===== config.mk =====
export PLATFORM = sky130hd
export DESIGN_NAME = pam_frame_scheduler
export DESIGN_NICKNAME = d
export VERILOG_FILES = /design/src/rtl/pam_frame_pkg.sv /design/src/rtl/pam_frame_scheduler.sv
export SDC_FILE = /design/constraint.sdc
export NUM_CORES = 1
export LEC_CHECK = 0
export ABC_AREA = 1
export CAP_MARGIN = 20
export CORE_MARGIN = 1
export CORE_UTILIZATION = 50
export DETAILED_ROUTE_END_ITERATION = 7
export PLACE_DENSITY = 0.75
export SETUP_SLACK_MARGIN = 0.15
export SYNTH_ARGS = -nofsm -noshare
export SYNTH_HDL_FRONTEND = slang
export SYNTH_SLANG_ARGS = --single-unit

===== constraint.sdc =====
create_clock -name clk -period 1.8 [get_ports clk]
set_clock_uncertainty 0.1 [all_clocks]
set_input_delay 0.36 -clock clk [delete_from_list [all_inputs] [get_ports clk]]
set_output_delay 0.36 -clock clk [all_outputs]
set_load 0.01 [all_outputs]

===== src/rtl/pam_frame_pkg.sv =====
// Shared types and default constants for the PAM frame scheduler.
package pam_frame_pkg;

  localparam int unsigned ByteW = 8;

  localparam logic [ByteW-1:0] DefPreambleByte = 8'hAA;
  localparam logic [15:0]      DefSyncWord     = 16'hD391;
  localparam logic [ByteW-1:0] DefFillByte     = 8'h00;

  typedef enum logic [2:0] {
    StIdle,
    StPreamble,
    StSync,
    StLen,
    StPayload,
    StDrain,
    StGap
  } state_e;

  function automatic int unsigned max3(input int unsigned a, input int unsigned b,
                                       input int unsigned c);
    int unsigned m;
    m = (a > b) ? a : b;
    return (m > c) ? m : c;
  endfunction

endpackage


===== src/rtl/pam_frame_scheduler.sv =====
// Builds preamble/sync/length/payload frames from the byte FIFO and presents them
// to the modulator through a one-entry sample register, then idles for a fixed gap.
module pam_frame_scheduler
  import pam_frame_pkg::*;
#(
  parameter int unsigned      PREAMBLE_LEN  = 4,
  parameter logic [ByteW-1:0] PREAMBLE_BYTE = DefPreambleByte,
  parameter logic [15:0]      SYNC_WORD     = DefSyncWord,
  parameter int unsigned      PAYLOAD_LEN   = 16,
  parameter logic [ByteW-1:0] FILL_BYTE     = DefFillByte,
  parameter int unsigned      GAP_CYCLES    = 64
) (
  input  logic             clk,
  input  logic             rst,
  input  logic             enable,
  input  logic [ByteW-1:0] data_in,
  input  logic             data_empty,
  output logic             data_read,
  output logic [ByteW-1:0] sample,
  output logic             mod_empty,
  input  logic             mod_read,
  output logic             busy,
  output logic             frame_start,
  output logic             frame_done,
  output logic             underrun
);

  localparam int unsigned CntMax = max3(PREAMBLE_LEN, PAYLOAD_LEN, GAP_CYCLES);
  localparam int unsigned CntW   = $clog2(CntMax + 1);

  localparam logic [CntW-1:0] CntOne = CntW'(1);
  localparam logic [CntW-1:0] CntTwo = CntW'(2);
  localparam logic [CntW-1:0] CntPre = CntW'(PREAMBLE_LEN);
  localparam logic [CntW-1:0] CntPay = CntW'(PAYLOAD_LEN);
  localparam logic [CntW-1:0] CntGap = CntW'(GAP_CYCLES);

  state_e           state_q, state_d;
  logic [CntW-1:0]  cnt_q, cnt_d;
  logic [ByteW-1:0] sample_q, sample_d;
  logic             valid_q, valid_d;
  logic             frame_start_q, frame_start_d;
  logic             frame_done_q, frame_done_d;
  logic             load;

  always_comb begin
    state_d       = state_q;
    cnt_d         = cnt_q;
    sample_d      = sample_q;
    valid_d       = valid_q;
    frame_start_d = 1'b0;
    frame_done_d  = 1'b0;
    data_read     = 1'b0;
    underrun      = 1'b0;
    // The sample register can take a new byte when empty or being consumed this cycle.
    load          = !valid_q || mod_read;

    unique case (state_q)
      StIdle: begin
        valid_d = 1'b0;
        if (enable && !data_empty) begin
          state_d       = StPreamble;
          cnt_d         = CntPre;
          frame_start_d = 1'b1;
        end
      end
      StPreamble: begin
        if (load) begin
          sample_d = PREAMBLE_BYTE;
          valid_d  = 1'b1;
          cnt_d    = cnt_q - CntOne;
          if (cnt_q == CntOne) begin
            state_d = StSync;
            cnt_d   = CntTwo;
          end
        end
      end
      StSync: begin
        if (load) begin
          sample_d = (cnt_q == CntTwo) ? SYNC_WORD[15:8] : SYNC_WORD[7:0];
          valid_d  = 1'b1;
          cnt_d    = cnt_q - CntOne;
          if (cnt_q == CntOne) begin
            state_d = StLen;
            cnt_d   = CntOne;
          end
        end
      end
      StLen: begin
        if (load) begin
          sample_d = ByteW'(PAYLOAD_LEN);
          valid_d  = 1'b1;
          state_d  = StPayload;
          cnt_d    = CntPay;
        end
      end
      StPayload: begin
        if (load) begin
          valid_d = 1'b1;
          if (!data_empty) begin
            sample_d  = data_in;
            data_read = 1'b1;
          end else begin
            sample_d = FILL_BYTE;
            underrun = 1'b1;
          end
          cnt_d = cnt_q - CntOne;
          if (cnt_q == CntOne) begin
            state_d = StDrain;
            cnt_d   = '0;
          end
        end
      end
      StDrain: begin
        if (mod_read) begin
          valid_d      = 1'b0;
          frame_done_d = 1'b1;
          state_d      = StGap;
          cnt_d        = CntGap;
        end
      end
      StGap: begin
        cnt_d = cnt_q - CntOne;
        if (cnt_q == CntOne) begin
          state_d = StIdle;
          cnt_d   = '0;
        end
      end
      default: begin
        state_d = StIdle;
        cnt_d   = '0;
        valid_d = 1'b0;
      end
    endcase
  end

  always_ff @(posedge clk or negedge rst) begin
    if (!rst) begin
      state_q       <= StIdle;
      cnt_q         <= '0;
      sample_q      <= '0;
      valid_q       <= 1'b0;
      frame_start_q <= 1'b0;
      frame_done_q  <= 1'b0;
    end else begin
      state_q       <= state_d;
      cnt_q         <= cnt_d;
      sample_q      <= sample_d;
      valid_q       <= valid_d;
      frame_start_q <= frame_start_d;
      frame_done_q  <= frame_done_d;
    end
  end

  assign sample      = sample_q;
  assign mod_empty   = !valid_q;
  assign busy        = (state_q != StIdle);
  assign frame_start = frame_start_q;
  assign frame_done  = frame_done_q;

endmodule

==> results.toml <==
[sta]
fin_setup_tns_ns = -0.002570
setup_ws_ns = -0.002570
min_period_over_period = 1.001
hold_violations = 0
timing.fmax_mhz = 554.8
tightest_slew_ns = 0.2627
relSlewSlack = 0.8230
finalMaxSlewViolations = 0
whs_ns = 0.2725
setup_viol_count_final = 1
period_minus_slack_ns = 1.803
rsz0062_at_grt = "true"

[cts]
cts_buffer_depth = 2
cts_num_sinks = 21
clk_latency_ns = 0.31
cts_tree = "yes"
ctsHoldBuffers = 0
path_clk_slew_ns = 0.13
h-tree-depth = 1
numCtsBuffers = 3
cts_root_buffer = "clkbuf_4"

[global_route]
grt_max_degree = 22
grt_use_total = 0.2442
grt_first_pass_wirelength_um = 6147
antenna_found_initial = 0
first_global_vias = 1467
gr-total-overflow = 0

[power_and_ir_drop]
p_leak_nw = 1.115
worst_ir_drop_vdd_mv = 1.329
power_density_nw_per_um2 = 1812

[worst_setup_path]
path_max_fanout = 3
worstReg2RegStart = "state_q[1]$_DFFE_PN0P_"
crit_path_end_kind = "output pin"
reg2reg_depth = 10
rr_endpoint = "cnt_q[6]$_DFFE_PN0P_"
crit_required_ns = 1.34
reg2reg_slack_ns = 0.10
worstPathArrival_ns = 1.34
critPathKind = "flop to output pin"
startpoint_type = "flop"

[finish]
num_antenna_cells = 0
postLayoutCellArea_sq_um = 2147
final_nets = 269
layout-drive-gt1-share = 0.3889
final_cell_mix = "nand2_1, dfrtp_1, buf_4"
area_growth_pct = 43.24
layout_commonest_cell = "nand2_1"

[routing]
vias = 1538
drt_first_iter_violations = 86
drc_errors = 10
ant_nets = 0
post_drt_wl_per_cell_um = 14.20
firstDrtPassIters = 6
vias_per_cell = 5.435
wirelength_um = 4019

[synth]
ys_ff_latch = 21
ys.warnings.count = 0
synth.top_cells.by_area = "dfrtp_1, nand2_1, nor2_1"
synthesis.area_sq_um = 1499
yosys.area_share.simple = 0.4641
synth_compound_area_frac = 0.07262
syn_nets = 212
avgSynthCellArea_sq_um = 7.648
synth_cells = 196
synthXorXnorAreaFrac = 0.01753
synth_cell_types = 27
post-synth-top-area-fraction = 0.3506
seq_area_frac_synth = 0.3506
synthAdderAreaFrac = 0.02504
synth_top_family_by_area = "simple AND/OR/NAND/NOR gates"
synthMuxAreaShare = 0
yosys.area.top_type = "dfrtp_1"

[die]
die_height_um = 56.75
ios = 27
rows = 19
die_w_um = 56.75
die_area_sq_um = 3221
core_area_sq_um = 2805
start_util = 0.5343

[place]
io_buffers = 26
post-place-ws_ns = -0.3649
place_area_sq_um = 1892
dp.final_hpwl_um = 2685
place_congestion = 0.8917

[status]
status = "finished, violations left"
failed_checks = "design-rule violations, negative setup slack"

[worst_hold_path]
min_path_type = "primary input to asynchronous set/reset pin"

[flow_run]
drv_cap = 0
worst max path at each step:
stage | start | end | slack (ns) | depth (start not counted)
after floorplan | state_q[0]$_DFFE_PN0P_ | underrun | 0.33 | 4
after global placement | mod_read | underrun | -0.33 | 4
after detailed placement | mod_read | underrun | -0.36 | 4
after CTS | state_q[0]$_DFFE_PN0P_ | data_read | -0.01 | 5
after global routing | state_q[1]$_DFFE_PN0P_ | data_read | -0.08 | 5
final | state_q[1]$_DFFE_PN0P_ | data_read | -0.003 | 5
area by class of cell:
class | instances | area (sq um)
fill | 195 | 658.1
tap | 31 | 38.79
clock buffer | 3 | 22.52
timing repair buffer | 56 | 511.7
clock inverter | 1 | 5.005
inverter | 17 | 72.57
sequential | 21 | 525.5
multi-input combinational | 154 | 970.9
report_power, final:
part / internal, mW / switching [mW]
sequential: 0.660 / 0.152
combinational: 1.22 / 1.61
clock: 0.0832 / 0.163
timing repair:
action | CTS | global route
pin swaps | 1 | 24
hold endpoints to repair | 0 | 0
resized for setup | 33 | 37
buffers inserted | 6 | 6
endpoints found under the setup margin | 13 | 18
worst max-delay path: stages (launching register included):
cell	delay (ns)
dfrtp_1	0.42
buf_6	0.13
nor2_4	0.14
nand3_2	0.10
nor2_2	0.10
buf_2	0.14
per-layer routing:
metal	part of all wire	GRT usage	up-vias
met4	0.028	0.08014	0
met3	0.052	0.03917	17
li1	-	-	735
met2	0.50	0.4507	56
met5	0	0	-
met1	0.41	0.2861	730
synth_stat cells:
master     n
o21ai_0    2
buf_6      3
xor2_1     1
nor2_8     2
buf_4      1
nand2_1   67
inv_1     12
nand2_4    5
a21boi_0   1
o21bai_1   1
nor3_1     2
nand3_2    5
nor2_4     5
nand3_1    8
a22o_1     1
o21ai_1    4
inv_2      5
o21ai_4    1
dfrtp_1   21
nand4_1    7
o21ai_2    1
ha_1       3
a21oi_1    6
xnor2_1    2
nor2_1    16
nor2_2     8
nand2_2    6
metrics by stage:
step | power, mW | instances | util
after floorplan | 2.416 | 196 | -
after CTS | 3.422 | 277 | 0.7052
after global placement | 3.011 | 267 | 0.6744
final | 3.891 | 283 | 0.7654
after detailed placement | 3.086 | 267 | 0.6744
after global routing | 4.176 | 283 | 0.7654
logic make-up (layout without fill, tap and decap cells):
group / count (synthesis) / in the layout
AND/OR/NAND/NOR: 131 / 131
flip-flops: 21 / 21
buffers and inverters: 21 / 77
AO/OA/AOI/OAI: 17 / 17
adder cells (fa/ha/maj): 3 / 3
XOR/XNOR: 3 / 3
registers in the layout, summed over array words and instances, names as in the netlist:
name and cells:
frame_start 1, valid_q 1, sample 8, frame_done 1, cnt_q 7, state_q 3
No activity file was read; power rests on OpenSTA's default activity.
